--- config.mk ---
export PLATFORM = sky130hd
export DESIGN_NAME = l1_pool_streamer
export DESIGN_NICKNAME = d
export VERILOG_FILES = /design/src/rtl/l1_pool_streamer_pkg.sv /design/src/rtl/l1_pool_streamer_skid_fifo.sv /design/src/rtl/l1_pool_streamer.sv
export SDC_FILE = /design/constraint.sdc
export NUM_CORES = 1
export LEC_CHECK = 0
export CORE_MARGIN = 4
export CORE_UTILIZATION = 50
export DETAILED_ROUTE_END_ITERATION = 8
export PLACE_DENSITY = 0.78
export SLEW_MARGIN = 20
export SYNTH_ARGS = -nofsm -noshare
export SYNTH_HDL_FRONTEND = slang
export SYNTH_SLANG_ARGS = --single-unit
--- constraint.sdc ---
create_clock -name clk -period 3.3 [get_ports clk]
set_clock_uncertainty 0.15 [all_clocks]
set_input_delay 0.66 -clock clk [delete_from_list [all_inputs] [get_ports clk]]
set_output_delay 0.66 -clock clk [all_outputs]
set_load 0.01 [all_outputs]
--- src/rtl/l1_pool_streamer_pkg.sv ---
// l1_pool_streamer shared definitions.
// Select codes, map geometry and the streamer FSM state encoding.
package l1_pool_streamer_pkg;

  localparam int DATA_W   = 20;
  localparam int ADDR_W   = 12;
  localparam int MAP0_DIM = 64;
  localparam int MAP1_DIM = 32;
  localparam int IDX_W    = 10;

  localparam logic [2:0] SEL_NONE = 3'b000;
  localparam logic [2:0] SEL_L0   = 3'b001;
  localparam logic [2:0] SEL_L1   = 3'b011;

  typedef enum logic [1:0] {
    IDLE,
    RUN,
    DRAIN,
    DONE
  } state_t;

endpackage

--- src/rtl/l1_pool_streamer_skid_fifo.sv ---
// l1_skid_fifo: small synchronous FIFO holding prefetched words.
// DEPTH must be a power of two; push and pop may share a cycle.
module l1_skid_fifo #(
  parameter int DEPTH = 2,
  parameter int WIDTH = 30,
  localparam int AW = $clog2(DEPTH),
  localparam int CW = AW + 1
) (
  input  logic             clk,
  input  logic             reset,
  input  logic             push,
  input  logic [WIDTH-1:0] din,
  input  logic             pop,
  output logic [CW-1:0]    count,
  output logic [WIDTH-1:0] head
);

  logic [WIDTH-1:0] mem [DEPTH];
  logic [AW-1:0]    wp;
  logic [AW-1:0]    rp;

  // storage write; contents need no reset, occupancy guards reads
  always_ff @(posedge clk) begin
    if (push) mem[wp] <= din;
  end

  // pointers and occupancy
  always_ff @(posedge clk) begin
    if (reset) begin
      wp    <= '0;
      rp    <= '0;
      count <= '0;
    end else begin
      if (push) wp <= wp + 1'b1;
      if (pop)  rp <= rp + 1'b1;
      case ({push, pop})
        2'b10:   count <= count + 1'b1;
        2'b01:   count <= count - 1'b1;
        default: count <= count;
      endcase
    end
  end

  assign head = mem[rp];

endmodule

--- src/rtl/l1_pool_streamer.sv ---
// l1_pool_streamer: streams the pooled layer-1 map to the host.
// Define L1_GMAX_EN to add running-maximum outputs gmax/gmax_idx.
module l1_pool_streamer #(
  parameter int         DATA_W     = 20,
  parameter int         ADDR_W     = 12,
  parameter int         N_WORDS    = 1024,
  parameter logic [2:0] L1_SEL     = 3'b011,
  parameter int         FIFO_DEPTH = 2
) (
  input  logic              clk,
  input  logic              reset,
  input  logic              start,
  output logic              busy,
  output logic              done,
  output logic              crd,
  output logic [ADDR_W-1:0] caddr_rd,
  input  logic [DATA_W-1:0] cdata_rd,
  output logic [2:0]        csel,
  output logic              out_valid,
  input  logic              out_ready,
  output logic [DATA_W-1:0] out_data,
  output logic [9:0]        out_index,
  output logic              out_last
`ifdef L1_GMAX_EN
  ,
  output logic [DATA_W-1:0] gmax,
  output logic [9:0]        gmax_idx
`endif
);
  import l1_pool_streamer_pkg::*;

  localparam int CW = $clog2(FIFO_DEPTH) + 1;
  localparam int FW = IDX_W + DATA_W;
  localparam logic [IDX_W-1:0] LAST_IDX = IDX_W'(N_WORDS - 1);

  state_t           state;
  state_t           state_nx;
  logic [IDX_W-1:0] rd_ptr;
  logic [IDX_W-1:0] fl_idx;
  logic             inflight;
  logic [CW-1:0]    count;
  logic [FW-1:0]    head;
  logic [CW:0]      occ;
  logic             pop;
  logic             issue;
  logic             accept;
  logic [IDX_W-1:0] head_idx;

  assign head_idx = head[FW-1:DATA_W];
  assign accept   = (state == IDLE) && start;
  assign pop      = out_valid && out_ready;
  // occupancy after this cycle's pop, including the read in flight
  assign occ      = (CW+1)'(count) + (CW+1)'(inflight) - (CW+1)'(pop);
  assign issue    = (state == RUN) && (occ < (CW+1)'(FIFO_DEPTH));

  // state register
  always_ff @(posedge clk) begin
    if (reset) state <= IDLE;
    else       state <= state_nx;
  end

  // next-state decode
  always_comb begin
    state_nx = state;
    unique case (state)
      IDLE:    if (start) state_nx = RUN;
      RUN:     if (issue && rd_ptr == LAST_IDX) state_nx = DRAIN;
      DRAIN:   if (pop && head_idx == LAST_IDX) state_nx = DONE;
      DONE:    state_nx = IDLE;
      default: state_nx = IDLE;
    endcase
  end

  // read pointer and single-cycle read latency tracking
  always_ff @(posedge clk) begin
    if (reset) begin
      rd_ptr   <= '0;
      fl_idx   <= '0;
      inflight <= 1'b0;
    end else begin
      inflight <= issue;
      if (issue) fl_idx <= rd_ptr;
      if (accept)     rd_ptr <= '0;
      else if (issue) rd_ptr <= rd_ptr + 1'b1;
    end
  end

  l1_skid_fifo #(
    .DEPTH (FIFO_DEPTH),
    .WIDTH (FW)
  ) u_fifo (
    .clk   (clk),
    .reset (reset),
    .push  (inflight),
    .din   ({fl_idx, cdata_rd}),
    .pop   (pop),
    .count (count),
    .head  (head)
  );

  assign busy      = (state == RUN) || (state == DRAIN);
  assign done      = (state == DONE);
  assign crd       = issue;
  assign caddr_rd  = ADDR_W'(rd_ptr);
  assign csel      = busy ? L1_SEL : SEL_NONE;
  assign out_valid = (count != '0);
  assign out_data  = out_valid ? head[DATA_W-1:0] : '0;
  assign out_index = out_valid ? head_idx : '0;
  assign out_last  = out_valid && (head_idx == LAST_IDX);

`ifdef L1_GMAX_EN
  // running maximum over handshaked words; ties keep the earlier index
  always_ff @(posedge clk) begin
    if (reset || accept) begin
      gmax     <= '0;
      gmax_idx <= '0;
    end else if (pop && out_data > gmax) begin
      gmax     <= out_data;
      gmax_idx <= out_index;
    end
  end
`endif

endmodule

# Word-level counts from Yosys, hierarchy flattened
# Memories as Yosys holds them, arrays and structs flattened. A register that Yosys moved wholly into a read port is not among the register bits.
# Cells that the tools add are included.
[word_totals]
register_bits = 27
mem_bits_rw = 60
in_bits = 24
elab_cells = 50
n_memories = 1
[mem_list]
columns = ["name", "words", "width", "rd", "rd_ports_with_merged_regs", "write_ports", "line", "rtl"]
rows = [
  ["u_fifo.mem", 2, 30, 1, 1, 1, "l1_pool_streamer_skid_fifo.sv:18", "logic [WIDTH-1:0] mem [DEPTH];"],
]
[op_classes]
add_sub_neg = 7
order_cmp = 1
eq_ne = 10
mux = 12
n_reduce_logical = 12
[op_table]
columns = ["operator", "count"]
rows = [
  ["10-bit equality test, second input constant", 2],
  ["20-bit 2-to-1 mux", 1],
  ["10-bit by 1-bit adder with 10-bit output, second input constant", 1],
  ["10-bit 2-to-1 mux", 1],
  ["2-bit 2-to-1 mux", 4],
  ["2-bit case mux with 4 select lines", 1],
  ["2-bit equality test, second input constant", 3],
  ["1-bit logical AND", 6],
  ["2-bit != test, second input constant", 3],
  ["2-bit by 1-bit equality test with 1-bit output, second input constant", 2],
  ["1-bit 2-to-1 mux", 4],
  ["2-bit case mux with 2 select lines", 1],
  ["2-bit nonzero test", 2],
  ["2-bit by 1-bit adder with 3-bit output", 1],
  ["3-bit by 2-bit less-than comparator with 1-bit output, second input constant", 1],
  ["3-bit AND reduction", 1],
  ["3-bit by 1-bit subtractor with 3-bit output", 1],
  ["1-bit adder, second input constant", 2],
  ["2-bit by 1-bit adder with 2-bit output, second input constant", 1],
  ["2-bit logical NOT", 1],
  ["2-bit OR reduction", 1],
  ["2-bit by 1-bit subtractor with 2-bit output, second input constant", 1],
  ["1-bit logical OR", 1],
]

# Depth between registers and ports, before layout
[depth]
depth_word = 8
ltp_mapped = 10
depth_no_buf = 10

# Hierarchy
# Synthesis repeated with hierarchy kept, for this count alone.
[hier_totals]
hier_cells = 280
hier_area_um2 = 3704.8
[modules_own_cells]
columns = ["module", "instances", "cells_per_inst", "area_each_um2", "seq_area_each_um2"]
rows = [
  ["l1_skid_fifo", 1, 113, 2347.3, 1901.8],
  ["l1_pool_streamer", 1, 167, 1357.6, 460.4],
]

# Least setup slack after synthesis
# No wires, ideal clock.
[synth_path]
path_type = "input to output"
from = "in out_ready"
to = "out crd"
t_arrival_ns = 2.288
t_required_ns = 2.490
setup_slack_ns = 0.202
stages = 8
n_path_buf = 1
cell_sequence = "o21ai_0 -> nor2_1 -> o21ai_0 -> fa_1 -> xnor2_1 -> nand3_2 -> clkinv_2 -> clkbuf_1"
[synth_via]
elab_chain_len = 4
[synth_rtl]
columns = ["item", "line", "rtl"]
rows = [
  ["start: declaration", "l1_pool_streamer.sv:20", "input logic out_ready,"],
  ["1-bit logical AND", "l1_pool_streamer.sv:51", "assign pop = out_valid && out_ready;"],
  ["3-bit by 1-bit subtractor with 3-bit output", "l1_pool_streamer.sv:53", "assign occ = (CW+1)'(count) + (CW+1)'(inflight) - (CW+1)'(pop);"],
  ["3-bit by 2-bit less-than comparator with 1-bit output", "l1_pool_streamer.sv:54", "assign issue = (state == RUN) && (occ < (CW+1)'(FIFO_DEPTH));"],
  ["1-bit logical AND", "l1_pool_streamer.sv:54", ""],
  ["end: declaration", "l1_pool_streamer.sv:15", "output logic crd,"],
]
# Every way passes these cells.

# Worst setup path after layout
# Same ends and word-level chain as after synthesis.

==> summary.md <==
| Metric | Value |
|---|---|
| Area added between synthesis and finish | 29.5% |
| Num ports | 74 |
| Crit share post-route | 95.4% |
| Main combinational cell family by area after synthesis | simple AND/OR/NAND/NOR gates |
| Hold violation count in the final report | 0 |
| Initial antenna violation count | 0 |
| Drt first pass iters | 4 |
| Placed instance area | 4430 um2 |
| Inserted Clock Buffers | 9 |
| Hold Path Class | reg -> reg |
| WP data required | ~2.5 ns |
| Utilization after layout | 67.7% |
| Max H-tree Level | 3 |
| IR drop worst, VDD | 417 uV |
| Final #Nets | 404 |
| Clk pin slew, worst setup/hold paths | about 0.080 ns |
| Largest net degree at the start of global routing | 31 |
| Fin Hold WS | 0.311 ns |
| Post-Synth Adder-Cell Area | 2.65% |
| Syn Area/Cell | 12.2 um2 |
| Synth unique cells | 32 |
| Crit path max fanout | 3 |
| CORE AREA | roughly 6900 um2 |
| Switching share of total power | 30.7% |
| CTS tree | yes |
| Reg2reg end | state[1]$_SDFFE_PP0P_ |
| Yosys warning count | 0 |
| DRC violations left | 0 |
| RSZ-0062 raised after global routing | no |
| Routed wl met2 | 3280 um |
| Max-slew violations | 0 |
| #FFs+latches synth | 88 |
| Antenna diodes | 0 |
| Width of the die | ~90 um |
| Fmax | about 320 MHz |
| Combinational fraction of design power | 33.1% |
| Hold Path Depth | 0 |
| Worst Hold End | u_fifo.mem[1][21]$_DFFE_PP_ |
| Synth Area in Compound Gates | 3.97% |
| Worst R2R Path Depth | 10 |
| Syn Inst Count | between 200 and 300 |
| Vias post-DR | 2387 |
| Fillers | a little under 500 |
| Post-synth EDFFs | 60 |
| Die area | 8600 um2 |
| Clock power frac | 23.1% |
| Clock Root Buffer | clkbuf_8 |
| Die height | 92.7 um |
| Most common cell after layout, fill and taps aside | clkdlybuf4s50_1 |
| Max-cap check violation count | 0 |
| Status | finished clean |
| Worst-Skew Late Latency | 0.35 ns |
| HP Start | fl_idx[1]$_SDFFE_PP0P_ |
| Worst EP arrival | 2.34 ns |
| Worst Setup Path Type | in -> out |
| P_int | 0.00218 W |
| Worst Setup SP | out_ready |
| HPWL after DPL | 4710 um |
| Vias in the first global route | roughly 2400 |
| Pleak | 1.58 nW |
| WL met3 | 382 um |
| Gp weighted congestion | around 0.8 |
| Highest Signal Layer | met4 |
| Routed WL per cell | 14.5 um |
| Clk buf depth | 2 |
| First-pass GRT wire length | 11300 um |
| Most frequent cells in the layout | clkdlybuf4s50_1, edfxtp_1, nor2_1 |
| Tot GR Track Use | 16.8% |
| Met1 wire length | 3150 um |
| Worst r2r src | u_fifo.count[0]$_SDFFE_PP0P_ |
| P_sw | 0.000968 W |
| Seq pwr share | approximately 44% |
| Post-Syn Area | between 3000 and 4000 um2 |
| Starting density of the core | 52.3% |
| Top FF cell, synth | edfxtp_1 |
| CTS Sinks | 88 |
| Synth Area in Simple Gates | 12.8% |
| DR vias/cell | around 5.0 |
| Minimum clock period | 3.15 ns |
| Final instance area | 4650 um2 |
| Pwr Density | 678 nW/um2 |
| Final setup vio count | 0 |
| Antenna viol nets, final | 0 |
| Final wirelength | about 7000 um |
| Worst setup SP type | primary input |
| R2R Setup Slk | 0.54 ns |
| Crit. End Element | output port |
| Sequential fraction of the synthesis area | 65.8% |
| Mux share of post-synthesis cell area | 8.09% |
| Share of layout cells above drive strength 1 | under 10% |
| Port bufs | 70 |
| Row cnt | 30 |
| Congestion Overflow GR | 0 |
| Starting DRT DRC Count | 74 |
| XOR/XNOR share of the synthesized area | 3.42% |
| Async set-or-reset flop fraction in the synthesized netlist | 0% |
==> per-layer routing <==
| layer | track usage (%) | up-vias |
|---|---|---|
| li1 | - | 1173 |
| met1 | 22.8 | 1137 |
| met2 | 26.3 | 71 |
| met3 | 3.17 | 6 |
| met4 | 7.81 | 0 |
| met5 | 0 | - |
==> sequential cells by signal (all words and copies together), names as in the netlist, named ones only <==
name          flops
u_fifo.rp         1
u_fifo.wp         1
u_fifo.count      2
state             2
inflight          1
rd_ptr           10
fl_idx           10
u_fifo.mem       60
==> kinds of logic after synthesis <==
group,Yosys count
muxes,29
AOI/OAI and AO/OA,25
buffers and inverters,24
xor gates and xnor gates,14
DFF,88
other,1
adders and majority gates,7
and+or+nand+nor,106
==> through the flow <==
stage	setup WS (ns)	TNS, ns	power, W	instances
CTS	0.00764	0	0.00317	473
detailed placement	-0.329	-0.765	0.00245	457
finish	0.152	0	0.00315	474
global route	0.0121	0	0.00333	474
floorplan	0.202	0	0.00197	296
global placement	-0.311	-0.533	0.00242	457
==> layout make-up <==
cell class | count | area, um2 | area share, %
Clock buffer | 13 | 181 | 3.90
Clock inverter | 3 | 22.5 | 0.485
Inverter | 7 | 27.5 | 0.592
Multi-Input combinational cell | 184 | 1140 | 24.5
Sequential cell | 88 | 2360 | 50.8
Tap cell | 96 | 120 | 2.58
Timing Repair Buffer | 83 | 793 | 17.1
==> worst max path at each step <==
| stage | end | depth (start not counted) |
|---|---|---|
| 4_1_cts | crd | 9 |
| 6_report | crd | 9 |
| 3_5_place_dp | crd | 9 |
| 5_1_grt | crd | 9 |
| 3_3_place_gp | crd | 9 |
| 2_1_floorplan | crd | 8 |
==> timing repair <==
action	in CTS	in global routing
setup endpoints to repair	1	3
hold buffers	0	0
resized for setup	3	5
setup buffers	0	1
pin swaps	0	2
hold endpoints to repair	0	0
==> synth_stat cells, types with 2 or more instances <==
library cell | instances | area [um2]
buf_2 | 3 | 15.0
xnor2_1 | 6 | 52.6
and3_1 | 3 | 18.8
inv_1 | 6 | 22.5
edfxtp_1 | 60 | 1800
mux2i_1 | 29 | 290
ha_1 | 6 | 75.1
nor2b_1 | 2 | 12.5
nor2_1 | 49 | 184
buf_4 | 5 | 37.5
o21ai_0 | 5 | 25.0
nand4_1 | 3 | 18.8
nand2b_1 | 3 | 18.8
a21oi_1 | 15 | 75.1
xor2_1 | 8 | 70.1
dfxtp_1 | 28 | 561
clkbuf_1 | 9 | 33.8
nand2_1 | 31 | 116
a211oi_1 | 2 | 15.0
nand3_1 | 9 | 45.0
==> power groups by stage <==
stage	registers, W	logic [W]	clock network (W)
after global placement	0.00140	0.00103	0
after detailed placement	0.00140	0.00105	0
after CTS	0.00138	0.00105	0.000742
final	0.00138	0.00104	0.000729
after floorplan	0.00137	0.000601	0
after global routing	0.00140	0.00114	0.000789
==> critical path: stages <==
cell             delay [ns]
clkdlybuf4s50_1        0.52
o21ai_2                0.07
nor2_1                 0.13
o21ai_1                0.10
fa_2                   0.36
xnor2_2                0.20
nand3_2                0.11
clkinv_2               0.06
clkbuf_2               0.13
(Power assumes the default switching activity.)
